**src/rtl/cpu_pkg.sv**
```systemverilog
// Shared CPU definitions used by the iterative divider.
package cpu_pkg;

  localparam int unsigned DIV_WIDTH = 32;
  localparam int unsigned DIV_CNT_W = 6;

  typedef enum logic [1:0] {
    IDLE = 2'd0,
    RUN  = 2'd1,
    FIX  = 2'd2,
    DONE = 2'd3
  } div_state_e;

  localparam logic [DIV_WIDTH-1:0] DIV0_QUOT = '1;

endpackage

```
**src/rtl/div_step.sv**
```systemverilog
// One restoring-division iteration: shift in the next dividend bit, subtract if it fits.
module div_step #(
  parameter int unsigned WIDTH = 32
) (
  input  logic [WIDTH-1:0] r_i,
  input  logic [WIDTH-1:0] q_i,
  input  logic [WIDTH-1:0] d_i,
  output logic [WIDTH-1:0] r_o,
  output logic [WIDTH-1:0] q_o
);

  logic [WIDTH-1:0] r_sh;
  logic             fits;

  // The partial remainder never needs its MSB here: after k steps it is below 2^k.
  always_comb begin
    r_sh = {r_i[WIDTH-2:0], q_i[WIDTH-1]};
    fits = (r_sh >= d_i);
    r_o  = fits ? (r_sh - d_i) : r_sh;
    q_o  = {q_i[WIDTH-2:0], fits};
  end

endmodule

```
**src/rtl/div_unit.sv**
```systemverilog
// Iterative DIV/DIVU unit: sign-magnitude restoring divide with start/busy/done handshake.
module div_unit
  import cpu_pkg::*;
#(
  parameter int unsigned WIDTH = DIV_WIDTH,
  parameter int unsigned CNT_W = DIV_CNT_W
) (
  input  logic             clk,
  input  logic             rst,
  input  logic             start,
  input  logic             is_signed,
  input  logic [WIDTH-1:0] dividend,
  input  logic [WIDTH-1:0] divisor,
  output logic             busy,
  output logic             done,
  output logic [WIDTH-1:0] quotient,
  output logic [WIDTH-1:0] remainder,
  output logic             div_by_zero
);

  div_state_e       state_q, state_d;
  logic [CNT_W-1:0] cnt_q, cnt_d;
  logic [WIDTH-1:0] r_q, r_d;
  logic [WIDTH-1:0] q_q, q_d;
  logic [WIDTH-1:0] d_q, d_d;
  logic [WIDTH-1:0] a_orig_q, a_orig_d;
  logic             sign_a_q, sign_a_d;
  logic             sign_b_q, sign_b_d;
  logic             zero_q, zero_d;
  logic [WIDTH-1:0] quot_q, quot_d;
  logic [WIDTH-1:0] rem_q, rem_d;
  logic             dz_q, dz_d;
  logic             busy_q, busy_d;
  logic             done_q, done_d;

  logic [WIDTH-1:0] step_r, step_q;
  logic             sa, sb;

  div_step #(.WIDTH(WIDTH)) u_step (
    .r_i (r_q),
    .q_i (q_q),
    .d_i (d_q),
    .r_o (step_r),
    .q_o (step_q)
  );

  always_comb begin
    state_d  = state_q;
    cnt_d    = cnt_q;
    r_d      = r_q;
    q_d      = q_q;
    d_d      = d_q;
    a_orig_d = a_orig_q;
    sign_a_d = sign_a_q;
    sign_b_d = sign_b_q;
    zero_d   = zero_q;
    quot_d   = quot_q;
    rem_d    = rem_q;
    dz_d     = dz_q;
    sa       = dividend[WIDTH-1] & is_signed;
    sb       = divisor[WIDTH-1] & is_signed;

    case (state_q)
      IDLE, DONE: begin
        if (start) begin
          // Operands are held as magnitudes; signs are reapplied in FIX.
          state_d  = RUN;
          sign_a_d = sa;
          sign_b_d = sb;
          q_d      = sa ? (~dividend + WIDTH'(1)) : dividend;
          d_d      = sb ? (~divisor + WIDTH'(1)) : divisor;
          a_orig_d = dividend;
          zero_d   = (divisor == '0);
          r_d      = '0;
          cnt_d    = '0;
        end else begin
          state_d = IDLE;
        end
      end
      RUN: begin
        r_d   = step_r;
        q_d   = step_q;
        cnt_d = cnt_q + CNT_W'(1);
        if (cnt_q == CNT_W'(WIDTH - 1)) state_d = FIX;
      end
      FIX: begin
        state_d = DONE;
        if (zero_q) begin
          quot_d = WIDTH'(DIV0_QUOT);
          rem_d  = a_orig_q;
          dz_d   = 1'b1;
        end else begin
          quot_d = (sign_a_q ^ sign_b_q) ? (~q_q + WIDTH'(1)) : q_q;
          rem_d  = sign_a_q ? (~r_q + WIDTH'(1)) : r_q;
          dz_d   = 1'b0;
        end
      end
      default: state_d = IDLE;
    endcase

    busy_d = (state_d == RUN) || (state_d == FIX);
    done_d = (state_q == FIX);
  end

  always_ff @(posedge clk or posedge rst) begin
    if (rst) begin
      state_q  <= IDLE;
      cnt_q    <= '0;
      r_q      <= '0;
      q_q      <= '0;
      d_q      <= '0;
      a_orig_q <= '0;
      sign_a_q <= 1'b0;
      sign_b_q <= 1'b0;
      zero_q   <= 1'b0;
      quot_q   <= '0;
      rem_q    <= '0;
      dz_q     <= 1'b0;
      busy_q   <= 1'b0;
      done_q   <= 1'b0;
    end else begin
      state_q  <= state_d;
      cnt_q    <= cnt_d;
      r_q      <= r_d;
      q_q      <= q_d;
      d_q      <= d_d;
      a_orig_q <= a_orig_d;
      sign_a_q <= sign_a_d;
      sign_b_q <= sign_b_d;
      zero_q   <= zero_d;
      quot_q   <= quot_d;
      rem_q    <= rem_d;
      dz_q     <= dz_d;
      busy_q   <= busy_d;
      done_q   <= done_d;
    end
  end

  assign busy        = busy_q;
  assign done        = done_q;
  assign quotient    = quot_q;
  assign remainder   = rem_q;
  assign div_by_zero = dz_q;

endmodule

```
**config.mk**
```make
export PLATFORM = sky130hd
export DESIGN_NAME = div_unit
export DESIGN_NICKNAME = d
export VERILOG_FILES = /design/src/rtl/cpu_pkg.sv /design/src/rtl/div_step.sv /design/src/rtl/div_unit.sv
export SDC_FILE = /design/constraint.sdc
export NUM_CORES = 1
export LEC_CHECK = 0
export ABC_AREA = 1
export CAP_MARGIN = 15
export CELL_PAD_IN_SITES_DETAIL_PLACEMENT = 0
export CELL_PAD_IN_SITES_GLOBAL_PLACEMENT = 1
export CORE_UTILIZATION = 42
export DETAILED_ROUTE_END_ITERATION = 12
export GPL_ROUTABILITY_DRIVEN = 0
export PLACE_DENSITY_LB_ADDON = 0.1
export SETUP_SLACK_MARGIN = 0.2
export SYNTH_ARGS = -nofsm -noshare
export SYNTH_HDL_FRONTEND = slang
export SYNTH_SLANG_ARGS = --single-unit
```
**constraint.sdc**
```tcl
create_clock -name clk -period 8.6 [get_ports clk]
set_clock_uncertainty 0.05 [all_clocks]
set_input_delay 1.72 -clock clk [delete_from_list [all_inputs] [get_ports clk]]
set_output_delay 1.72 -clock clk [all_outputs]
set_load 0.1 [all_outputs]
```
== Yosys cells after proc, flatten, opt, wreduce, memory -nomap -nowiden ==
Index checks and enable logic that the tools add are counted.

* Flip-flop bits (word level): 206
* Output and inout bits: 67
* Logic and storage cells: 59
* Input port bits: 68

* Reduce and logical (&&, ||, !) cells: 7
* Equality and inequality tests: 7
* Muxes and demuxes: 17
* Bitwise gates (word level): 7
* Order comparisons: 1
* Add/sub/neg operators: 6

{| class="wikitable"
|+ Operators with widths
! kind !! number
|-
| 32-bit 2-to-1 mux || 9
|-
| 32-bit by 1-bit adder with 32-bit output, second input constant || 4
|-
| 32-bit NOT || 4
|-
| 32-bit case mux with 2 select lines || 2
|-
| 32-bit >= comparator || 1
|-
| 32-bit logical NOT || 1
|-
| 32-bit subtractor || 1
|-
| 6-bit case mux with 2 select lines || 1
|-
| 6-bit by 1-bit adder with 6-bit output, second input constant || 1
|-
| 2-bit equality test, second input constant || 3
|-
| 6-bit by 5-bit equality test with 1-bit output, second input constant || 1
|-
| 6-bit 2-to-1 mux || 1
|-
| 2-bit case mux with 3 select lines || 1
|-
| 2-bit by 1-bit equality test with 1-bit output, second input constant || 2
|-
| 2-bit AND reduction || 2
|-
| 1-bit bitwise AND || 2
|-
| 2-bit logical NOT || 1
|-
| 1-bit 2-to-1 mux || 2
|-
| 2-bit 2-to-1 mux || 1
|-
| 2-bit != test, second input constant || 1
|-
| 2-bit nonzero test || 1
|-
| 2-bit OR reduction || 1
|-
| 1-bit logical OR || 1
|-
| 1-bit bitwise XOR || 1
|}

== Logic depth before layout (Yosys ltp) ==
* Word-level depth: 5
* Mapped depth: 17
* Mapped depth without buffers: 16

== Cells and area by module ==
Synthesis repeated with hierarchy kept, for this count alone.

* Cells, all modules: 2415
* Area total of the unflattened synthesis: 15383.5 um^2

{| class="wikitable"
|+ By module, submodules not included
! module !! cells an instance !! area an instance (um^2) !! seq. area each (um^2) !! times used
|-
| div_unit || 1726 || 11997.8 || 5154.9 || 1
|-
| div_step || 689 || 3385.7 || 0.0 || 1
|}

== Worst setup path after synthesis ==
OpenSTA, ideal clock, no wires.

* Path type: in2reg
* Start point: in dividend[0]
* End point: reg q_q[18]
* Setup slack: 5.518 ns
* Stages: 11
* Arrival: 2.901 ns
* Setup time: 0.131 ns
* Cell sequence: inv_1 > ha_1 > nand3_1 > nor2_1 > nand2_1 > nor2_1 > nand2_1 > nand2_1 > o21ai_0 > o21ai_0 > o21ai_0

* Word-level cells in the longest chain between the ends: 5

{| class="wikitable"
|+ RTL lines
! item !! line !! text
|-
| from (decl) || div_unit.sv:12 || <nowiki>input logic [WIDTH-1:0] dividend,</nowiki>
|-
| 32-bit NOT || div_unit.sv:70 || <nowiki>q_d = sa ? (~dividend + WIDTH'(1)) : dividend;</nowiki>
|-
| 32-bit by 1-bit adder with 32-bit output || div_unit.sv:70 ||
|-
| 32-bit 2-to-1 mux || div_unit.sv:70 ||
|-
| 32-bit 2-to-1 mux || div_unit.sv:65 || <nowiki>if (start) begin</nowiki>
|-
| 32-bit case mux with 2 select lines || div_unit.sv:63 || <nowiki>case (state_q)</nowiki>
|-
| to (signal assigned) || div_unit.sv:125 || <nowiki>q_q <= q_d;</nowiki>
|-
| to (decl) || div_unit.sv:24 || <nowiki>logic [WIDTH-1:0] q_q, q_d;</nowiki>
|}

No other way between the ends. The select of a mux whose other input is x is not followed.
A chain may end at the register's enable or synchronous reset.

== Final worst setup path ==
* Start point: in start
* End point: reg r_q[29]

* Word-level cells in the longest chain between the ends: 2

{| class="wikitable"
|+ RTL lines
! item !! line !! text
|-
| from (decl) || div_unit.sv:10 || <nowiki>input logic start,</nowiki>
|-
| 2-bit != test (no line) || -- ||
|-
| 2-bit AND reduction (no line) || -- ||
|-
| to (signal assigned) || div_unit.sv:124 || <nowiki>r_q <= r_d;</nowiki>
|-
| to (decl) || div_unit.sv:23 || <nowiki>logic [WIDTH-1:0] r_q, r_d;</nowiki>
|}

No other way between the ends.

==> impl_metrics.tcl <==
set metrics [dict create \
    drc 0 \
    fin_crit_sh_pct 50.2 \
    antenna_cells 0 \
    r2r_cells 12 \
    synth_top_family_by_area "simple AND/OR/NAND/NOR gates" \
    drt_iter0_markers 1307 \
    coreArea_sq_mm 0.0346 \
    cts-root-buf "clkbuf_16" \
    drtPass1Iterations 6 \
    grt_overflow 0 \
    postCtsSetupBuffers 0 \
    p_switching_mw 0.564 \
    slew_violations 0 \
    power_density_mw_per_mm2 130 \
    final_util_pct 50.2 \
    cpMostUsedCell "nand2_1" \
    hp-class "reg -> reg" \
    crit_path_end "r_q[29]" \
    cts_tree "done" \
    fillers 3626 \
    max_freq_mhz 231 \
    synth_top_area_share_pct 34.7 \
    drv_cap 0 \
    ctsResizeCount 0 \
    grt_max_degree 105 \
    tns_ns 0 \
    cts_max_path_buffers 3 \
    critPathKind "in -> reg" \
    synth-edff-count 0 \
    worstSetupStartpoint "start" \
    drive_gt1_share_pct 4.43 \
    p_leak_nw 8.79 \
    synth_most_common_cell "nand2_1" \
    reg2reg_to "r_q[29]" \
    antenna_found_initial 0 \
    yosysUniqueCellTypes 46 \
    yosysTopAreaCell "dfrtp_1" \
    syn_inst 2300 \
    combPwrFrac_pct 7.8 \
    hpwlAfterDp_mm 36.7 \
    async_reset_ff_share_pct 100 \
    synth_commonest_cells "698 x nand2_1, 337 x inv_1, 276 x nand3_1" \
    yosys.area_share.xor_xnor_pct 2.48 \
    internal-power_mw 1.70 \
    synth_nets 2408 \
    wl_per_cell_microns 16.7 \
    initial_core_util_pct 42.8 \
    die_w_microns 190 \
    yosysWarningCount 0 \
    avgSynthCellArea_sq_um 6.45 \
    r2r_start "state_q[0]" \
    io_pins 135 \
    areaGrowthSynthToFinish_pct 17.2 \
    grt_pass1_wl_mm 77.6 \
    dr_total_vias 15100 \
    synthMuxAreaShare_pct 0 \
    grt_util_all_layers_pct 27.1 \
    rsz0062_at_grt "false" \
    fp.dieArea_sq_mm 0.0361 \
    netlist_top_cells_area "dfrtp_1 35%, nand2_1 18%, nand3_1 9.3%" \
    cp-end-kind "flop" \
    antenna_left 0 \
    avgViaCountPerCell 5.27 \
    finalHoldViolations 0 \
    power_frac_seq_pct 43.0 \
    fin_cells 2871 \
    synth-adder-area-share_pct 3.42 \
    io_buffers 134 \
    reg2reg_slack_ns 5.12 \
    rows 68 \
    cts_buffers 26 \
    worst_pin_slew_ns 1.00 \
    ys.flop_type "dfrtp_1" \
    dp_slack_ns 3.73 \
    switching_share_pct 24.9 \
    synth.cell_area_sq_mm 0.0148 \
    crit_path_start_kind "primary input" \
    synth-simple-area-share_pct 36.9 \
    dieHeight_microns 190 \
    clock_latency_ns 0.55 \
    peakVddDrop_v 0.000139 \
    cp_cell_sequence "clkdlybuf4s50_1 -> nand2_4 -> inv_2 -> nor2_4 -> buf_4 -> nor2_2 -> buf_4 -> nand2_1 -> inv_1 -> nand2_1 -> nand2_1" \
    ys_seq_area_share_pct 34.7 \
    status "finished clean" \
    synth_compound_area_share_pct 11.3 \
    finalSetupViolCount 0 \
    clkTransAtPathRegs_ns 0.06 \
    cts_hold_buf 0 \
    nNetsFinal 2507 \
    worst_slack_ns 4.28 \
    clock_power_share_pct 49.2 \
    dp.cells 2826 \
    cp.required_ns 8.97 \
    clock_sinks 206 \
    critPathMaxFanout 43 \
    max_stage_delay_ns 0.62 \
    maxSlewHeadroom_pct 33.0 \
    cp_slowest_cell "nor2_4" \
    period_minus_slack_ns 4.32 \
    grt_pass1_vias 14100 \
    worstPathArrival_ns 4.69 \
    ys_seq_elements 206 \
    htreeDepth 1 \
    routed_wl_mm 48.0 \
]
## area by class of cell
| type | instances | area [sq um] | share of cell area (%) |
|---|---|---|---|
| clock buffer | 34 | 741 | 4.26 |
| clock inverter | 11 | 130 | 0.748 |
| inverter | 344 | 1300 | 7.47 |
| multi-input combinational | 1672 | 8050 | 46.3 |
| sequential | 206 | 5150 | 29.6 |
| tap | 455 | 569 | 3.27 |
| timing repair buffer | 149 | 1450 | 8.36 |
## power by group through the flow
stage	Clock [mW]	Sequential (mW)	Combinational, mW
after floorplan	0	0.991	0.100
after global placement	0	0.991	0.174
after detailed placement	0	0.991	0.177
after CTS	1.14	0.973	0.178
after global routing	1.17	0.973	0.200
final	1.11	0.973	0.176
## registers in the layout, summed over array words and instances, names as in the netlist
name / flops
busy: 1
sign_a_q: 1
done: 1
remainder: 32
sign_b_q: 1
a_orig_q: 32
r_q: 32
div_by_zero: 1
quotient: 32
state_q: 2
zero_q: 1
d_q: 32
cnt_q: 6
q_q: 32
## kinds of logic after synthesis
| family | Yosys count |
|---|---|
| AO/OA/AOI/OAI | 302 |
| XOR/XNOR | 42 |
| adder cells (fa/ha/maj) | 40 |
| buffers and inverters | 422 |
| flip-flops | 206 |
| AND/OR/NAND/NOR | 1288 |
## worst min path at each step
stage	startpoint	slack [ns]	depth (start not counted)	to
after floorplan	d_q[31]	0.40	2	d_q[31]
after global placement	q_q[21]	0.41	2	q_q[21]
after detailed placement	q_q[21]	0.42	2	q_q[21]
after CTS	q_q[21]	0.43	2	q_q[21]
after global routing	quotient[23]	0.45	2	quotient[23]
final	q_q[21]	0.43	2	q_q[21]
## critical path, delay by kind of cell
family	cells	cell delay, ns
buffers and inverters	5	1.59
AND/OR/NAND/NOR	6	1.31
## per-layer routing
metal  part of all wire (%)  up-vias  GRT usage, %
met5                      0        -             0
met4                    1.7        0          5.33
met3                    6.7       49          4.45
met2                     42      408          40.0
met1                     50     7101          41.1
li1                       -     7584             -
## per-stage QoR
stage / hold slack [ns] / power, mW / instance area [sq um]
final: 0.430 / 2.26 / 17400
after global routing: 0.455 / 2.35 / 17400
after CTS: 0.432 / 2.29 / 17400
after detailed placement: 0.416 / 1.17 / 16500
after global placement: 0.411 / 1.16 / 16500
after floorplan: 0.399 / 1.09 / 14800
## layout by cell type, fill, tap and decap left out, drive strengths merged, types with 8 or more instances in the layout
cell type	synthesis	layout
clkdlybuf4s50	0	134
inv	341	341
clkbuf	49	34
a31oi	17	17
buf	29	15
nand2	709	709
o211ai	14	14
a21oi	77	77
xor2	28	28
nand4	32	32
clkinv	3	8
dfrtp	206	206
nand3	278	278
ha	39	39
nor2	215	215
nor3	34	34
xnor2	14	14
o21ai	160	160
No activity file was read; power rests on OpenSTA's default activity.
